`src/rtl/ff25519_pkg.sv`:
```
// ---------------------------------------------------------------------------
// ff25519_pkg
//
// Purpose : shared constants and types for arithmetic over the Curve25519
//           prime field, P = 2^255 - 19.
//
// Contents:
//   FE_W      - field element width (255 bits)
//   P_CONST   - the prime P = 2^255 - 19
//   P2_CONST  - 2P = 2^256 - 38 (256 bits)
//   P2_LO     - low 255 bits of 2P (= 2^255 - 38); bit 255 of 2P is 1
//   fe_t      - 255-bit field element vector
// ---------------------------------------------------------------------------
package ff25519_pkg;

  localparam int FE_W = 255;

  typedef logic [FE_W-1:0] fe_t;

  // 2^255 - 19: every bit set except those of 18 (binary 10010) in the low
  // five bits, i.e. low five bits are 01101.
  localparam logic [FE_W-1:0] P_CONST = {{(FE_W-5){1'b1}}, 5'b01101};

  // 2P = P shifted left by one.
  localparam logic [FE_W:0] P2_CONST = {P_CONST, 1'b0};

  // Low 255 bits of 2P; the implicit bit 255 of 2P is handled by the
  // caller when it forms the sign of s - 2P.
  localparam logic [FE_W-1:0] P2_LO = P2_CONST[FE_W-1:0];

endpackage : ff25519_pkg

```
`src/rtl/ff_csel_adder.sv`:
```
// ---------------------------------------------------------------------------
// ff_csel_adder
//
// Purpose : W-bit adder/subtractor built from W/LIMB_W carry-select
//           segments. Each segment precomputes its sum for carry-in 0 and 1
//           and the incoming carry picks one, so the carry only ripples
//           through one mux per segment.
//
// Parameters:
//   W       - operand width
//   LIMB_W  - segment width; must divide W exactly
//
// Ports:
//   a_i     - in,  W : first operand
//   b_i     - in,  W : second operand
//   sub_i   - in,  1 : 0 = a + b, 1 = a - b (two's complement: a + ~b + 1)
//   sum_o   - out, W : low W bits of the result
//   carry_o - out, 1 : raw carry out of the top segment. For subtraction a
//                      borrow occurred (a < b) exactly when carry_o = 0.
// ---------------------------------------------------------------------------
module ff_csel_adder #(
  parameter int W      = 255,
  parameter int LIMB_W = 51
) (
  input  logic [W-1:0] a_i,
  input  logic [W-1:0] b_i,
  input  logic         sub_i,
  output logic [W-1:0] sum_o,
  output logic         carry_o
);

  localparam int NSEG = W / LIMB_W;

  logic [W-1:0]  b_eff_s;
  logic [NSEG:0] seg_c_s;

  // Subtraction inverts b and injects the +1 as the chain carry-in.
  assign b_eff_s    = sub_i ? ~b_i : b_i;
  assign seg_c_s[0] = sub_i;

  for (genvar g = 0; g < NSEG; g++) begin : g_seg
    logic [LIMB_W:0] sum0_s;
    logic [LIMB_W:0] sum1_s;

    // Both candidate sums; sum0 is at most 2^(LIMB_W+1)-2 so +1 cannot wrap.
    assign sum0_s = {1'b0, a_i[g*LIMB_W +: LIMB_W]}
                  + {1'b0, b_eff_s[g*LIMB_W +: LIMB_W]};
    assign sum1_s = sum0_s + {{LIMB_W{1'b0}}, 1'b1};

    assign sum_o[g*LIMB_W +: LIMB_W] = seg_c_s[g] ? sum1_s[LIMB_W-1:0]
                                                  : sum0_s[LIMB_W-1:0];
    assign seg_c_s[g+1] = seg_c_s[g] ? sum1_s[LIMB_W] : sum0_s[LIMB_W];
  end

  assign carry_o = seg_c_s[NSEG];

endmodule : ff_csel_adder

```
`src/rtl/ff_add_255.sv`:
```
// ---------------------------------------------------------------------------
// ff_add_255
//
// Purpose : registered modular adder over GF(2^255 - 19). Every clock with
//           rst high it samples a and b and registers (a + b) mod P, fully
//           reduced into [0, P-1]. Latency is one cycle, throughput one per
//           cycle, no back-pressure.
//
// Configuration macro:
//   FF_ADD_255_SUB_EN - when defined adds input `sub`; sub = 1 registers
//                       (a - b) mod P instead. Undefined: add-only block.
//
// Parameters:
//   LIMB_W  - carry-select segment width (must divide 255); timing only.
//
// Ports:
//   clk     - in,  1   : rising-edge clock
//   rst     - in,  1   : synchronous active-low reset
//   sub     - in,  1   : (FF_ADD_255_SUB_EN only) 1 = subtract
//   a       - in,  255 : first operand, any value in [0, 2^255-1]
//   b       - in,  255 : second operand, any value in [0, 2^255-1]
//   result  - out, 255 : reduced sum/difference, registered
//   valid   - out, 1   : result holds a reduced value of sampled inputs
// ---------------------------------------------------------------------------
module ff_add_255
  import ff25519_pkg::*;
#(
  parameter int LIMB_W = 51
) (
  input  logic         clk,
  input  logic         rst,
`ifdef FF_ADD_255_SUB_EN
  input  logic         sub,
`endif
  input  logic [254:0] a,
  input  logic [254:0] b,
  output logic [254:0] result,
  output logic         valid
);

  // -------------------------------------------------------------------------
  // Operation select
  // -------------------------------------------------------------------------
  logic sub_s;

`ifdef FF_ADD_255_SUB_EN
  assign sub_s = sub;
`else
  assign sub_s = 1'b0;
`endif

  // -------------------------------------------------------------------------
  // Stage 0: raw sum / difference.
  //   add: s = {co0, r0}, a 256-bit sum with no carry lost.
  //   sub: t = a - b; co0 = 0 means t is negative, r0 = t mod 2^255.
  // -------------------------------------------------------------------------
  fe_t  r0_s;
  logic co0_s;

  ff_csel_adder #(.W(FE_W), .LIMB_W(LIMB_W)) u_s (
    .a_i     (a),
    .b_i     (b),
    .sub_i   (sub_s),
    .sum_o   (r0_s),
    .carry_o (co0_s)
  );

  // -------------------------------------------------------------------------
  // Stage 1 candidate (d1):
  //   add            : r0 - P  ; s - P >= 0  iff  co0 | co1
  //   sub, t >= 0    : r0 - P  ; t >= P      iff  co1
  //   sub, t <  0    : r0 + P  ; t + P >= 0  iff  co1 (overflow past 2^255
  //                    cancels the -2^255 carried in r0's representation)
  // -------------------------------------------------------------------------
  fe_t  r1_s;
  logic co1_s;
  logic d1_sub_s;

  assign d1_sub_s = ~(sub_s & ~co0_s);

  ff_csel_adder #(.W(FE_W), .LIMB_W(LIMB_W)) u_d1 (
    .a_i     (r0_s),
    .b_i     (P_CONST),
    .sub_i   (d1_sub_s),
    .sum_o   (r1_s),
    .carry_o (co1_s)
  );

  // -------------------------------------------------------------------------
  // Stage 2 candidate (d2). 2P = 2^255 + P2_LO, so only the low part goes
  // through the adder and bit 255 is folded into the sign test:
  //   add : s - 2P >= 0  iff  co0 & co1_of(r0 - P2_LO)
  //   sub : t + 2P = r0 + P2_LO (the 2^255 terms cancel); only used when
  //         t + P < 0, where t + 2P lies in [P-18, P-1].
  // -------------------------------------------------------------------------
  fe_t  r2_s;
  logic co2_s;
  logic d2_sub_s;

  assign d2_sub_s = ~sub_s;

  ff_csel_adder #(.W(FE_W), .LIMB_W(LIMB_W)) u_d2 (
    .a_i     (r0_s),
    .b_i     (P2_LO),
    .sub_i   (d2_sub_s),
    .sum_o   (r2_s),
    .carry_o (co2_s)
  );

  // -------------------------------------------------------------------------
  // Candidate selection
  // -------------------------------------------------------------------------
  fe_t  result_d;
  logic d1_ok_s;
  logic d2_ok_s;

  // Picks the unique in-range candidate for the current operation.
  always_comb begin
    result_d = r0_s;
    d1_ok_s  = 1'b0;
    d2_ok_s  = 1'b0;
    if (sub_s) begin
      if (!co0_s) begin
        // t < 0: add P if that suffices, otherwise add 2P.
        d1_ok_s = co1_s;
        if (d1_ok_s) begin
          result_d = r1_s;
        end else begin
          result_d = r2_s;
        end
      end else begin
        // t >= 0 and t < 2^255 < 2P: at most one subtraction of P.
        d1_ok_s = co1_s;
        if (d1_ok_s) begin
          result_d = r1_s;
        end else begin
          result_d = r0_s;
        end
      end
    end else begin
      d2_ok_s = co0_s & co2_s;
      d1_ok_s = co0_s | co1_s;
      if (d2_ok_s) begin
        result_d = r2_s;
      end else if (d1_ok_s) begin
        result_d = r1_s;
      end else begin
        result_d = r0_s;
      end
    end
  end

  // -------------------------------------------------------------------------
  // Output register
  // -------------------------------------------------------------------------
  fe_t  result_q;
  logic valid_q;

  // Single pipeline register; reset discards whatever was in flight.
  always_ff @(posedge clk) begin
    if (!rst) begin
      result_q <= '0;
      valid_q  <= 1'b0;
    end else begin
      result_q <= result_d;
      valid_q  <= 1'b1;
    end
  end

  assign result = result_q;
  assign valid  = valid_q;

endmodule : ff_add_255

```
`config.mk`:
```
export PLATFORM = sky130hd
export DESIGN_NAME = ff_add_255
export DESIGN_NICKNAME = d
export VERILOG_FILES = /design/src/rtl/ff25519_pkg.sv /design/src/rtl/ff_csel_adder.sv /design/src/rtl/ff_add_255.sv
export SDC_FILE = /design/constraint.sdc
export NUM_CORES = 2
export LEC_CHECK = 0
export ABC_CLOCK_PERIOD_IN_PS = 11300
export BUFFER_PORTS_ARGS = -buffer_cell sky130_fd_sc_hd__buf_2
export CAP_MARGIN = 20
export CORE_MARGIN = 5
export CORE_UTILIZATION = 45
export DETAILED_ROUTE_END_ITERATION = 8
export MAX_ROUTING_LAYER = met4
export PLACE_DENSITY = 0.74
export SETUP_SLACK_MARGIN = 0.5
export SKIP_LAST_GASP = 1
export SLEW_MARGIN = 20
export SYNTH_ARGS = -nofsm -noshare
export SYNTH_HDL_FRONTEND = slang
export SYNTH_SLANG_ARGS = --single-unit
```
`constraint.sdc`:
```
create_clock -name clk -period 11.3 [get_ports clk]
set_input_delay 2.26 -clock clk [delete_from_list [all_inputs] [get_ports clk]]
set_output_delay 2.26 -clock clk [all_outputs]
set_load 0.05 [all_outputs]
```
* Yosys cells after proc, flatten, opt, wreduce, memory -nomap -nowiden
Index checks and enable logic that the tools add are counted.
Word-level totals: register bits 256, bits of input ports 512, word-level logic and storage cells 48
Operators by class: $add $sub $neg 17, muxes and demuxes 27, bitwise gates (word level) 2
Operator list (count):
- $mux 51 | 12
- $mux 255 | 2
- $add 52x1->52 const B | 6
- $add 51x51->52 | 5
- $add 51x1->52 const B | 4
- $add 51x5->52 const B | 1
- $add 51x6->52 const B | 1
- $mux 1 | 13
- $and 1x1->1 | 1
- $or 1x1->1 | 1

* Longest topological paths before layout
depth in word-level cells 11, mapped depth 31

* By module
A second synthesis with hierarchy kept.
Unflattened totals: cells, all modules 12058, area total of the unflattened synthesis 85547.0 um^2
By module, submodules not included:
- ff_csel_adder at u_d1 | times used 1, cells each 3592, area each 24035.6 um^2, seq. area each 0.0 um^2
- ff_csel_adder at u_s | times used 1, cells each 3518, area each 23751.5 um^2, seq. area each 0.0 um^2
- ff_csel_adder at u_d2 | times used 1, cells each 3443, area each 23242.3 um^2, seq. area each 0.0 um^2
- ff_add_255 | times used 1, cells each 1505, area each 14517.7 um^2, seq. area each 5124.9 um^2

* Worst setup path after synthesis
OpenSTA, ideal clock, no wires.
path kind input to register, start point input a[51], end point register result_q[200], in the netlist result[200], setup time 128 ps, data arrival time 9405 ps, data required time 11172 ps, path slack 1768 ps, stages on the path 28, buffers on the path 4, path through ha_1 inv_1 fa_1 nor2b_2 o2111a_1 o21ai_1 a2111oi_0 a211oi_1 a211oi_1 nand4_1 nor4_4 nand3_4 mux2i_4 buf_2 mux2i_1 xor2_1 nand4_1 nor4_4 or4b_1 buf_2 or4_1 buf_2 o31ai_4 or4b_1 buf_2 nor3_1 xor2_1 nor2_1
On the way: cells in the longest elaborated chain, start to end 11
Ends and longest elaborated chain:
- start: declaration | RTL line ff_add_255.sv:35 | input logic [254:0] a,
- $add 51x51->52 * | RTL line ff_csel_adder.sv:47 | + {1'b0, b_eff_s[g*LIMB_W +: LIMB_W]};
- $add 52x1->52 | RTL line ff_csel_adder.sv:48 | assign sum1_s = sum0_s + {{LIMB_W{1'b0}}, 1'b1};
- $mux 1 / $mux 51 (equally long branches) | RTL line ff_csel_adder.sv:52, ff_csel_adder.sv:50
- $mux 1 (tied with other cells) (2 in series) | RTL line ff_csel_adder.sv:52 | assign seg_c_s[g+1] = seg_c_s[g] ? sum1_s[LIMB_W] : sum0_s[LIMB_W];
- $mux 51 (tied with other cells) | RTL line ff_csel_adder.sv:50 | assign sum_o[g*LIMB_W +: LIMB_W] = seg_c_s[g] ? sum1_s[LIMB_W-1:0]
- $add 51x1->52 / $mux 1 (equally long branches) | RTL line ff_csel_adder.sv:48, ff_csel_adder.sv:52
- $mux 1 | RTL line ff_csel_adder.sv:52
- $or 1x1->1 | RTL line ff_add_255.sv:142 | d1_ok_s = co0_s | co1_s;
- $mux 255 | RTL line ff_add_255.sv:145 | end else if (d1_ok_s) begin
- $mux 255 * | RTL line ff_add_255.sv:143 | if (d2_ok_s) begin
- end signal: assignment | RTL line ff_add_255.sv:165 | result_q <= result_d;
- end: declaration | RTL line ff_add_255.sv:156 | fe_t result_q;
Mark *: on every way between the ends. The rest lies on a longest branch, timed or not. A chain may end at the register's enable or synchronous reset.

* Worst setup path after layout
start point input a[51], end point register result_q[232], in the netlist result[232]
The elaborated chain is that of the path after synthesis.

==> results by group <==
Status
  – Status: completed

Yosys
  – Cell accounting for the most synthesized area: dfxtp_1
  – Distinct cells, synth: 116
  – #FFs+latches synth: 256
  – Adder-cell share of the synthesized area: 0.09116
  – Post-synthesis compound-gate area fraction: 0.2545
  – Cell Area, Synth: 0.03761 mm²
  – Cells after synthesis: 5376
  – Ys flop type: dfxtp_1
  – FFs w/ async S/R, synth: 0
  – Area share of the largest cell type after synthesis: 0.1363
  – Number of synthesized flops with an enable pin: 0
  – Syn Area/Cell: 6.996 µm²
  – Xor and xnor area share after synthesis: 0.1294
  – Top cells by area, synth: dfxtp_1 (14%), ha_1 (8.8%), xnor2_1 (7.9%)
  – Largest family of logic cells by synthesized area: simple AND/OR/NAND/NOR gates
  – Synth Area in Simple Gates: 0.3366
  – Post-synthesis mux area share: 0.01670
  – Yosys warnings: 0
  – Net count after synthesis: 6159
  – Sequential area share after synthesis: 0.1363

Setup path
  – Crit-path max FO: 21
  – Buffers & Inverters on Critical Path: 6
  – CP delay by family, top: simple AND/OR/NAND/NOR gates
  – Crit-path max cell delay: 550 ps
  – Worst EP required: 11810 ps
  – Critical path data arrival time: 10900 ps
  – Slowest cell on crit path: a31oi_1
  – Startpoint Class: input port
  – Crit end category: register
  – CP Class: in2reg

Floorplanning
  – Die Width: 299.1 µm
  – Core outline area: 0.08329 mm²
  – Die span in y: roughly 300 µm
  – Row cnt: roughly 110
  – Initial Util: 0.4515
  – Die footprint: 0.08945 mm²
  – I/O pin count: 768

Global route
  – Gr usage total: 0.3712
  – First-pass GRT wire length: 257.8 mm
  – Initial antenna violation count: 8
  – Largest net degree at the start of global routing: 96
  – GRT Residual Overflow: 0
  – Vias in the first global route: 42.65k

Clock network
  – H-tree level count: 2
  – Hold_buf cts: 0
  – CTS tree: built
  – Max Buffers Root-to-Sink: 3
  – Root buffer cell: clkbuf_16
  – Number of buffers created by CTS: 37
  – Clock sink count: 256
  – Clock transition at path regs: approximately 70 ps

Timing
  – Tcrit/Tclk final: 0.9187
  – Fin. max-slew vios: 0
  – Least-Margin Pin Slew: around 1100 ps
  – Slew Limit Headroom: 0.2601
  – Setup TNS Final: 0 ps
  – Unrepaired setup endpoints after global routing: no
  – Final hold vios: 0
  – Fin crit period: 10380 ps
  – Final Setup Violations: 0
  – Fmax: 0.09633 GHz

Finish
  – Area delta synth->final: 17.90%
  – Fillers: 8359
  – Finished Layout Cells: 7196
  – Layout cells sized above 1: 0.1804
  – Nets: just under 7k

Detailed routing
  – Vias per cell: roughly 6.4
  – DRC: 0
  – Final WL: 173.8 mm
  – Drt wl/cell: 24.15 µm
  – Total number of vias: 45.75k
  – Post-route ant nets: 0
  – Initial DRT Pass Iterations: 6
  – Initial detailed-routing violation count: 4788

Pwr
  – Pleak: about 0.018 µW
  – Pint: 2755 µW
  – Seq pwr share: 0.205
  – Power per cell area: 124.5 mW/mm²
  – Maximum VDD drop: slightly above 0.1 mV
  – Total power: between 5000 and 6000 µW
  – Clk pwr share: 0.230
  – Sw Ratio: 0.5011
  – Switch Pwr: 2767 µW
  – Comb pwr share: 0.565

Worst hold path
  – Hold crit path type: in2reg

Placed design
  – Placer Congestion: between 1 and 1.5
  – DP HPWL: 145.8 mm
  – I/O Buffers: ~770
  – Placed insts: around 7.1k

Job
  – Max cap viols: 0
==> routing by layer <==
layer / GRT usage / routed length (µm) / vias to the layer above
li1: - / - / 21440
met1: 0.4708 / 71760 / 21700
met2: 0.6072 / 80410 / 2259
met3: 0.04961 / 13800 / 352
met4: 0.1360 / 7841 / 0
met5: - / 0 / -
==> cell families after synthesis <==
| logic type | count (synthesis) |
|---|---|
| compound gates | 1449 |
| fa+ha+maj | 271 |
| mux | 61 |
| buf+inv | 336 |
| simple gates | 2450 |
| xor+xnor | 553 |
| flops | 256 |
==> worst paths after layout <==
path	from	endpoint	slack, ps	depth (start not counted)
setup / recovery	a[51]	result[232]	920	29
hold / removal	rst	valid	2240	1
==> final cells by class <==
type	instances	area (µm²)	area share
repair buffers	900	4875	0.1099
clock buffers	44	982.2	0.02215
inverters	104	395.4	0.008917
flip-flops and latches	256	5125	0.1156
multi-input cells	4784	31310	0.7061
diodes	6	15.01	0.0003386
clock inverters	22	289.0	0.006518
well taps	1080	1351	0.03048
==> stage by stage <==
| step | instance area, µm² | setup slack (ps) | hold slack [ps] | util |
|---|---|---|---|---|
| 2_1_floorplan | 37610 | 1768 | 2288 | - |
| 3_3_place_gp | 42980 | 281.9 | 2729 | 0.5161 |
| 3_5_place_dp | 42990 | 168.3 | 2729 | 0.5161 |
| 4_1_cts | 44260 | 744.9 | 2202 | 0.5314 |
| 5_1_grt | 44340 | 510.1 | 2225 | 0.5323 |
| 6_report | 44340 | 918.5 | 2240 | 0.5324 |
==> power by group through the flow <==
stage / Combinational (µW) / Sequential [µW] / Clock [µW]
3_5_place_dp: 3040 / 1150 / 0
4_1_cts: 3060 / 1130 / 1280
2_1_floorplan: 1680 / 1540 / 0
3_3_place_gp: 3040 / 1150 / 0
6_report: 3120 / 1130 / 1270
5_1_grt: 3320 / 1130 / 1310
==> synth_stat cells, types with 82 or more instances <==
cell      number
nor2_1       615
dfxtp_1      256
o21ai_0      255
and2_1        98
nand3_1      159
ha_1         266
or3_1         82
clkbuf_1     174
xnor2_1      338
a21oi_1      403
a21o_1       138
and3_1       104
nor4_1       115
inv_1        103
xor2_1       212
nand2_1      488
nand4_1      179
nor3_1       245
==> timing repair <==
action                     CTS  global route
gates resized for setup      0             9
setup endpoints to repair    0            20
buffers inserted             0             0
==> flip-flops by register name, summed over array words and instances, names as in the netlist <==
name and cells:
result 255, valid 1
==> placed cells by master (no fill, tap or decap), types with 22 or more instances in the layout <==
master,Yosys,final
buf_2,42,767
nor2_1,615,615
nand2_1,488,488
a21oi_1,403,403
xnor2_1,338,333
ha_1,266,266
dfxtp_1,256,256
o21ai_0,255,255
nor3_1,245,241
xor2_1,212,212
nand4_1,179,179
nand3_1,159,159
a21o_1,138,138
buf_4,4,130
nor4_1,115,113
and3_1,104,104
inv_1,103,103
and2_1,98,98
or3_1,82,82
a31oi_1,77,77
o21a_1,67,67
o211ai_1,59,59
nand2b_1,58,58
mux2i_1,56,56
a211oi_1,53,51
or2_2,44,44
nor2b_1,44,44
or4_1,37,37
clkbuf_16,0,37
o21bai_1,34,34
o31ai_1,34,32
o211a_1,30,30
and4_1,28,28
a21boi_0,23,23
nor3b_1,23,23
nand3b_1,23,23
nor4b_1,22,22
(Power assumes the default switching activity.)
